==> src/rtl/sr_bank_ctrl_pkg.sv <==
// Shared definitions for the SR flag bank controller.
//   state_t : controller FSM states (IDLE -> DRIVE -> RELEASE -> IDLE)
//   OP_SET  : opcode driving the cell's s input
//   OP_RST  : opcode driving the cell's r input
package sr_bank_ctrl_pkg;

   typedef enum logic [1:0] {
      ST_IDLE    = 2'd0,
      ST_DRIVE   = 2'd1,
      ST_RELEASE = 2'd2
   } state_t;

   localparam logic OP_SET = 1'b1;
   localparam logic OP_RST = 1'b0;

endpackage

==> src/rtl/sr_bank_ctrl_cell.sv <==
// sr_cell: one clocked SR flag.
//   clk, rst : clock, async active-high reset (q -> 0)
//   s, r     : set / reset request, sampled on rising edge
//   q        : flag value
// s=r=1 holds the current value; the controller never produces it, but the
// cell stays well defined if it ever did.
module sr_cell (
   input  logic clk,
   input  logic rst,
   input  logic s,
   input  logic r,
   output logic q
);

   always_ff @(posedge clk or posedge rst) begin
      if (rst)            q <= 1'b0;
      else if (s && !r)   q <= 1'b1;
      else if (r && !s)   q <= 1'b0;
   end

endmodule

==> src/rtl/sr_bank_ctrl.sv <==
// sr_bank_ctrl: round-robin arbiter + sequencer for a bank of SR flag cells.
// One command is granted at a time; the target cell's s or r is held for HOLD
// cycles, then a one-cycle RELEASE reports completion.
//   clk, rst : clock, async active-high reset
//   req      : per-requester level request
//   op       : per-requester opcode (1 = set, 0 = reset)
//   idx      : per-requester flag index, requester i at [i*IDXW +: IDXW]
//   gnt      : one-hot grant pulse
//   done     : completion pulse, done_id = flag index of that command
//   err      : pulses with gnt when the granted index is >= NFLAG
//   busy     : high whenever the controller is not idle
//   q        : flag cell outputs
module sr_bank_ctrl
   import sr_bank_ctrl_pkg::*;
#(
   parameter int NREQ  = 4,
   parameter int NFLAG = 6,
   parameter int IDXW  = 3,
   parameter int HOLD  = 2
) (
   input  logic                 clk,
   input  logic                 rst,
   input  logic [NREQ-1:0]      req,
   input  logic [NREQ-1:0]      op,
   input  logic [NREQ*IDXW-1:0] idx,
   output logic [NREQ-1:0]      gnt,
   output logic                 done,
   output logic [IDXW-1:0]      done_id,
   output logic                 err,
   output logic                 busy,
   output logic [NFLAG-1:0]     q
);

   localparam int PW = (NREQ > 1) ? $clog2(NREQ) : 1;
   localparam int CW = (HOLD > 1) ? $clog2(HOLD + 1) : 1;

   state_t              state, state_n;
   logic [PW-1:0]       ptr, ptr_n;
   logic [CW-1:0]       cnt, cnt_n;
   logic                op_q, op_n;
   logic [IDXW-1:0]     idx_q, idx_n;
   logic [NREQ-1:0]     gnt_n;
   logic                done_n, err_n;
   logic [IDXW-1:0]     done_id_n;

   logic [NREQ-1:0][IDXW-1:0] idx_a;
   logic                      found;
   logic [PW-1:0]             win;
   logic [NFLAG-1:0]          s, r;

   assign idx_a = idx;

   // Round-robin pick: first requester at or after ptr, wrapping.
   always_comb begin
      found = 1'b0;
      win   = '0;
      for (int k = 0; k < NREQ; k++) begin
         int            jn;
         logic [PW-1:0] jp;
         jn = int'(ptr) + k;
         if (jn >= NREQ) jn = jn - NREQ;
         jp = PW'(jn);
         if (!found && req[jp]) begin
            found = 1'b1;
            win   = jp;
         end
      end
   end

   always_comb begin
      state_n   = state;
      ptr_n     = ptr;
      cnt_n     = cnt;
      op_n      = op_q;
      idx_n     = idx_q;
      gnt_n     = '0;
      err_n     = 1'b0;
      done_n    = 1'b0;
      done_id_n = done_id;
      case (state)
         ST_IDLE: begin
            if (found) begin
               op_n       = op[win];
               idx_n      = idx_a[win];
               gnt_n[win] = 1'b1;
               err_n      = ({1'b0, idx_a[win]} >= (IDXW+1)'(NFLAG));
               ptr_n      = (int'(win) == NREQ - 1) ? '0 : win + 1'b1;
               cnt_n      = CW'(HOLD - 1);
               state_n    = ST_DRIVE;
            end
         end
         ST_DRIVE: begin
            // cnt counts down remaining DRIVE cycles; 0 means this is the last.
            if (cnt == '0) begin
               state_n   = ST_RELEASE;
               done_n    = 1'b1;
               done_id_n = idx_q;
            end else begin
               cnt_n = cnt - 1'b1;
            end
         end
         ST_RELEASE: state_n = ST_IDLE;
         default:    state_n = ST_IDLE;
      endcase
   end

   always_ff @(posedge clk or posedge rst) begin
      if (rst) begin
         state   <= ST_IDLE;
         ptr     <= '0;
         cnt     <= '0;
         op_q    <= OP_RST;
         idx_q   <= '0;
         gnt     <= '0;
         err     <= 1'b0;
         done    <= 1'b0;
         done_id <= '0;
         busy    <= 1'b0;
      end else begin
         state   <= state_n;
         ptr     <= ptr_n;
         cnt     <= cnt_n;
         op_q    <= op_n;
         idx_q   <= idx_n;
         gnt     <= gnt_n;
         err     <= err_n;
         done    <= done_n;
         done_id <= done_id_n;
         busy    <= (state_n != ST_IDLE);
      end
   end

   // Only the addressed cell is driven, and only one of s/r; an out-of-range
   // index matches no cell so nothing is driven.
   always_comb begin
      s = '0;
      r = '0;
      if (state == ST_DRIVE) begin
         for (int k = 0; k < NFLAG; k++) begin
            if (idx_q == IDXW'(k)) begin
               s[k] = (op_q == OP_SET);
               r[k] = (op_q == OP_RST);
            end
         end
      end
   end

   for (genvar k = 0; k < NFLAG; k++) begin : g_cell
      sr_cell u_cell (
         .clk (clk),
         .rst (rst),
         .s   (s[k]),
         .r   (r[k]),
         .q   (q[k])
      );
   end

endmodule
==> config.mk <==
export PLATFORM = sky130hd
export DESIGN_NAME = sr_bank_ctrl
export DESIGN_NICKNAME = d
export VERILOG_FILES = /design/src/rtl/sr_bank_ctrl_pkg.sv /design/src/rtl/sr_bank_ctrl_cell.sv /design/src/rtl/sr_bank_ctrl.sv
export SDC_FILE = /design/constraint.sdc
export NUM_CORES = 1
export LEC_CHECK = 0
export BUFFER_PORTS_ARGS = -buffer_cell sky130_fd_sc_hd__buf_2
export CORE_MARGIN = 2
export CORE_UTILIZATION = 48
export DETAILED_ROUTE_END_ITERATION = 8
export PLACE_DENSITY = 0.8
export SETUP_SLACK_MARGIN = 0.2
export SYNTH_ARGS = -nofsm -noshare
export SYNTH_HDL_FRONTEND = slang
export SYNTH_SLANG_ARGS = --single-unit
==> constraint.sdc <==
create_clock -name clk -period 5.07 [get_ports clk]
set_input_delay 0.7605 -clock clk [delete_from_list [all_inputs] [get_ports clk]]
set_output_delay 0.7605 -clock clk [all_outputs]
set_load 0.1 [all_outputs]
==> impl_metrics.toml, run 1 <==
[finish]
diodes = 0
nets = 220
final_cell_mix = "37 x buf_2, 26 x dfrtp_1, 16 x nand2_1"
drive_gt1_share_pct = 31.7
area_growth_pct = 14.3
layout_commonest_cell = "buf_2"
fin_cells = 230
final_area_um2 = 1810

[yosys]
yosys.area_share.xor_xnor_pct = 0
ys_top_cells_by_area = "dfrtp_1 41%, ha_1 8.7%, mux2_2 6.4%, nand2_1 3.8%, mux2i_1 3.2%"
synth_top_family_by_area = "simple AND/OR/NAND/NOR gates"
synth_simple_gate_area_share_pct = 23.7
synth.largest_area_cell = "dfrtp_1"
synth_seq_area_share_pct = 41.1
synth.net_count = 189
synth_edf_count = 0
synth-async-reset-ratio_pct = 100
synth_ff_type = "dfrtp_1"
ys_ff_latch = 26
synth-adder-area-share_pct = 8.70
synth_compound_area_share_pct = 10.4
synth_mux_area_share_pct = 9.57
ys_warn_count = 0
synth_top_area_share_pct = 41.1
synth.cell_area_um2 = 1580
synth_cell_types = 44
syn-instance-count = 156
syn_area_per_cell_um2 = 10.1

[clock_tree]
postCtsSetupRepairBufs = 0
post_cts_resized = 0
clk_pin_slew_worst_paths_ps = 150
h-tree-depth = 1
numCtsBuffers = 3
clk_latency_ps = 320
clockBufferDepth = 2
cts_hold_buffers = 0
clock_sinks = 26
cts-root-buf = "clkbuf_4"
cts_tree = "done"

[sta]
worst_pin_slew_ps = 975
slew_violations = 0
hold_viol = 0
rsz0062_at_grt = "no"
fmax_ghz = 0.504
min_period_over_period_pct = 39.1
period_needed_ps = 1980
skew_ps = 6.97
tns_ps = 0
max_slew_margin_pct = 34.9
setup_viol = 0

[global_routing]
grt_pass1_wl_um = 5140
antenna_found_initial = 0
grtUsageTotal_pct = 18.2
grt_max_degree = 27
grt_overflow_total = 0
first_global_vias = 1186

[critical_path]
ff2ff_setup_slack_ps = 3200
critPathLaunchType = "input port"
crit_required_ps = 5310
r2r_start = "ptr[1]$_DFFE_PP0P_"
critPathKind = "input port to flop"
max_stage_delay_ps = 300
cp_slowest_cell = "a221oi_2"
crit_end = "err$_DFF_PP0_"
cp.arrival_ps = 2220
r2r_end = "err$_DFF_PP0_"
startpoint = "req[0]"
endpoint_kind = "flop"
crit_path_max_fanout = 6
path_cells = "buf_2 -> nor2b_2 -> o21ba_1 -> nor3_4 -> inv_2 -> a211o_1 -> a221oi_2"
rr_worst_depth = 6

[placement]
port_buffers = 37
dp_cells = 226
place_hpwl_um = 2430
gp_congestion = 0.848
placed_cell_area_um2 = 1760

[detailed_routing]
num_vias = 1212
drtAntennaViolNets = 0
firstDrtPassIters = 4
drcViolationCount = 0
wl_per_cell_um = 13.5
viasPerCell = 5.27
drt_iter0_drc = 24
routed_wl_um = 3100

[die]
pin_count = 38
chipHeight_um = 61.4
dieArea_um2 = 3770
core_um2 = 3100
fp.dieW_um = 61.4
start_util_pct = 51.0
placementRows = 20

[power]
clockPowerShare_pct = 11.3
vdd_ir_drop_max_mv = 0.248
powerDensity_nw_per_um2 = 695
power_leakage_nw = 0.927
internal_power_mw = 0.570
switchingPower_mw = 0.687
switching_share_pct = 54.6
seq_power_share_pct = 29.5
comb_power_share_pct = 59.2
fin_total_pwr_mw = 1.26

[worst_hold_path]
hold_class = "flop to flop"

[job]
drv_cap = 0

[status]
status = "finished, final reports clean"
## stage by stage
stage / util [%] / worst slack [ps] / hold slack [ps]
3_5_place_dp: 56.6 / 2760 / 487
5_1_grt: 58.3 / 3020 / 542
3_3_place_gp: 56.6 / 2830 / 474
6_report: 58.3 / 3090 / 509
4_1_cts: 58.3 / 3100 / 510
2_1_floorplan: - / 3060 / 451
## power groups by stage
stage,clock network (mW),logic [mW],registers (mW)
after floorplan,0,0.469,0.535
after global routing,0.153,0.799,0.384
after global placement,0,0.724,0.367
after detailed placement,0,0.744,0.372
final,0.143,0.743,0.371
after CTS,0.145,0.746,0.369
## cell type report
cell class	instances	area, µm²
Clock buffer	3	22.5
Clock inverter	1	30.0
Fill cell	291	1290
Inverter	10	37.5
Multi-Input combinational cell	109	827
Sequential cell	26	651
Tap cell	44	55.1
Timing Repair Buffer	37	185
## worst max-delay path, delay by kind of cell
kind	cells	cell delay [ps]
AOI/OAI and AO/OA	3	780
buffers and inverters	2	250
and+or+nand+nor	2	420
## cells by family (layout without fill, tap and decap cells)
kind of cell	after synthesis	in the layout
mux	14	14
buf+inv	21	51
simple gates	62	62
compound gates	22	22
flops	26	26
fa+ha+maj	11	11
## sequential cells by signal, indices dropped and copies added (netlist names)
register and count:
gnt 4, cnt 2, busy 1, done 1
err 1, done_id 3, ptr 2, state 2
op_q 1, g_cell.u_cell.q 6, idx_q 3
## synth_stat cells (2+ instances only)
master	instances
nand3_1	6
o31ai_1	2
o21ai_0	4
a21oi_1	3
inv_1	9
a211o_1	2
buf_2	2
nand2_1	16
nor2_1	6
nand4b_1	2
and3_1	2
buf_4	6
nand2b_1	5
o211ai_1	2
mux2_2	9
clkbuf_1	3
dfrtp_1	26
ha_1	11
o221ai_1	2
and2_1	4
nor4_1	2
nor3_1	6
mux2i_1	5
## routing by layer
| metal | vias to the layer above | share of wire, % | track usage [%] |
|---|---|---|---|
| met5 | - | 0 | 0 |
| met4 | 0 | 0.87 | 6.69 |
| met3 | 2 | 1.8 | 1.26 |
| met2 | 20 | 53 | 33.0 |
| met1 | 583 | 45 | 22.7 |
| li1 | 607 | - | - |
## worst min-delay path by stage
| stage | start | to | slack (ps) | cells after the start |
|---|---|---|---|---|
| 3_3_place_gp | cnt[0]$_DFFE_PP0P_ | cnt[0]$_DFFE_PP0P_ | 470 | 1 |
| 5_1_grt | g_cell[3].u_cell.q$_DFFE_PP0P_ | g_cell[3].u_cell.q$_DFFE_PP0P_ | 540 | 1 |
| 6_report | cnt[0]$_DFFE_PP0P_ | cnt[0]$_DFFE_PP0P_ | 510 | 1 |
| 2_1_floorplan | cnt[0]$_DFFE_PP0P_ | cnt[0]$_DFFE_PP0P_ | 450 | 1 |
| 4_1_cts | cnt[0]$_DFFE_PP0P_ | cnt[0]$_DFFE_PP0P_ | 510 | 1 |
| 3_5_place_dp | cnt[0]$_DFFE_PP0P_ | cnt[0]$_DFFE_PP0P_ | 490 | 1 |
(Power assumes the default switching activity.)
==> inputs of run 2 (changes only) <==
- PLACE_DENSITY: 0.8 -> 0.83
- clock period: 5.07 -> 1.8 ns (I/O delays scaled with it)
==> impl_metrics.toml, run 2 (synthesis results as in run 1) <==
[die]
pin_count = 38
placementRows = 20
dieArea_um2 = 3770
fp.dieW_um = 61.4
chipHeight_um = 61.4
core_um2 = 3100
start_util_pct = 51.0

[global_routing]
grt_overflow_total = 0
grtUsageTotal_pct = 21.6
grt_pass1_wl_um = 5980
antenna_found_initial = 0
grt_max_degree = 27
first_global_vias = 1335

[sta]
fmax_ghz = 0.573
rsz0062_at_grt = "yes"
setup_viol = 0
max_slew_margin_pct = 65.5
slew_violations = 0
period_needed_ps = 1750
skew_ps = 7.26
timing.hold.ws_ps = 283
hold_viol = 0
min_period_over_period_pct = 97.0
worst_pin_slew_ps = 515

[critical_path]
critical-path-top-delay-family = "simple AND/OR/NAND/NOR gates"
critPathKind = "flop to flop"
crit_required_ps = 2000
max_stage_delay_ps = 470
crit_path_max_fanout = 5
cp_num_buf_inv = 1
cp.arrival_ps = 1940
path_cells = "nand2b_1 -> and4b_2 -> nor2_4 -> buf_12 -> mux2i_1 -> o221ai_1"
critPathLaunchType = "flop"
endpoint_kind = "flop"
cp_slowest_cell = "dfrtp_2"

[placement]
port_buffers = 37
gp_congestion = 0.813
place_hpwl_um = 2360

[detailed_routing]
drcViolationCount = 0
viasPerCell = 5.47
wl_per_cell_um = 16.9
drt_iter0_drc = 44
num_vias = 1385
routed_wl_um = 4290
firstDrtPassIters = 4
drtAntennaViolNets = 0

[power]
seq_power_share_pct = 25.8
clockPowerShare_pct = 5.8
power_leakage_nw = 1.07
fin_total_pwr_mw = 4.36
powerDensity_nw_per_um2 = 1950
comb_power_share_pct = 68.4
internal_power_mw = 2.00
switchingPower_mw = 2.36
switching_share_pct = 54.1
vdd_ir_drop_max_mv = 0.751

[clock_tree]
cts_tree = "done"
clk_pin_slew_worst_paths_ps = 150
cts-root-buf = "clkbuf_4"
clk_latency_ps = 320
clock_sinks = 26
h-tree-depth = 1
clockBufferDepth = 2
numCtsBuffers = 3

[job]
drv_cap = 0

[finish]
drive_gt1_share_pct = 57.4
largest_reg_flops = 6
layout_commonest_cell = "buf_2"
diodes = 0
top_register = "g_cell.u_cell.q"
top_regs = "g_cell.u_cell.q: 6 flops, gnt: 4 flops"
nets = 244
final_cell_mix = "37 x buf_2, 19 x dfrtp_1, 16 x buf_4"
area_growth_pct = 41.7

[worst_hold_path]
hold_class = "input port to flop"

[status]
status = "finished, final reports clean"
run 2: repair_timing:
action / in CTS / in global routing
hold buffers: 1 / 0
gates cloned: 0 / 0
gates resized for setup: 21 / 37
setup endpoints to repair: 13 / 17
buffers inserted: 8 / 7
hold endpoints to repair: 26 / 0
pin swaps: 11 / 18
run 2: power groups by stage:
stage / logic [mW] / clock network (mW) / registers [mW]
3_5_place_dp: 2.22 / 0 / 1.03
6_report: 2.98 / 0.252 / 1.13
4_1_cts: 2.47 / 0.248 / 1.05
3_3_place_gp: 2.17 / 0 / 1.03
5_1_grt: 3.15 / 0.285 / 1.16
2_1_floorplan: 1.33 / 0 / 1.51
run 2: area by class of cell:
type,instances,area [µm²]
timing repair buffer,61,412
clock buffer,3,22.5
inverter,10,37.5
multi-input combinational,109,1050
fill,220,862
sequential,26,659
tap,44,55.1
run 2: per-stage QoR:
step / cell area, µm² / setup TNS [ps] / util, % / cells / setup WS, ps
after floorplan: 1590 / 0 / - / 156 / 172
after global placement: 1820 / 0 / 58.7 / 234 / 25.2
after detailed placement: 1820 / -44.4 / 58.7 / 234 / -36.2
after CTS: 1990 / 0 / 64.3 / 246 / 146
after global routing: 2240 / 0 / 72.2 / 253 / 5.90
final: 2240 / 0 / 72.2 / 253 / 53.9
run 2: final timing paths:
path / start / endpoint / slack [ps] / depth (start not counted)
max in group asynchronous: rst / state[1]$_DFF_PP0_ / 1000 / 4
min reg2reg: g_cell[2].u_cell.q$_DFFE_PP0P_ / g_cell[2].u_cell.q$_DFFE_PP0P_ / 520 / 1
min in group asynchronous: rst / gnt[0]$_DFF_PP0_ / 520 / 4
min: op[1] / op_q$_DFFE_PP0P_ / 280 / 3
max reg2reg: ptr[0]$_DFFE_PP0P_ / idx_q[0]$_DFFE_PP0P_ / 50 / 6
max: ptr[0]$_DFFE_PP0P_ / idx_q[0]$_DFFE_PP0P_ / 50 / 6
run 2: routing by layer:
layer / GRT usage [%] / routed length, µm
met1: 26.9 / 1740
met2: 38.3 / 2340
met3: 2.73 / 108
met4: 7.90 / 94
met5: 0 / 0
run 2: worst reg2reg max path: stages (launching register included):
cell	delay, ps
dfrtp_2	470
nand2b_1	170
and4b_2	260
nor2_4	160
buf_12	140
mux2i_1	250
o221ai_1	160
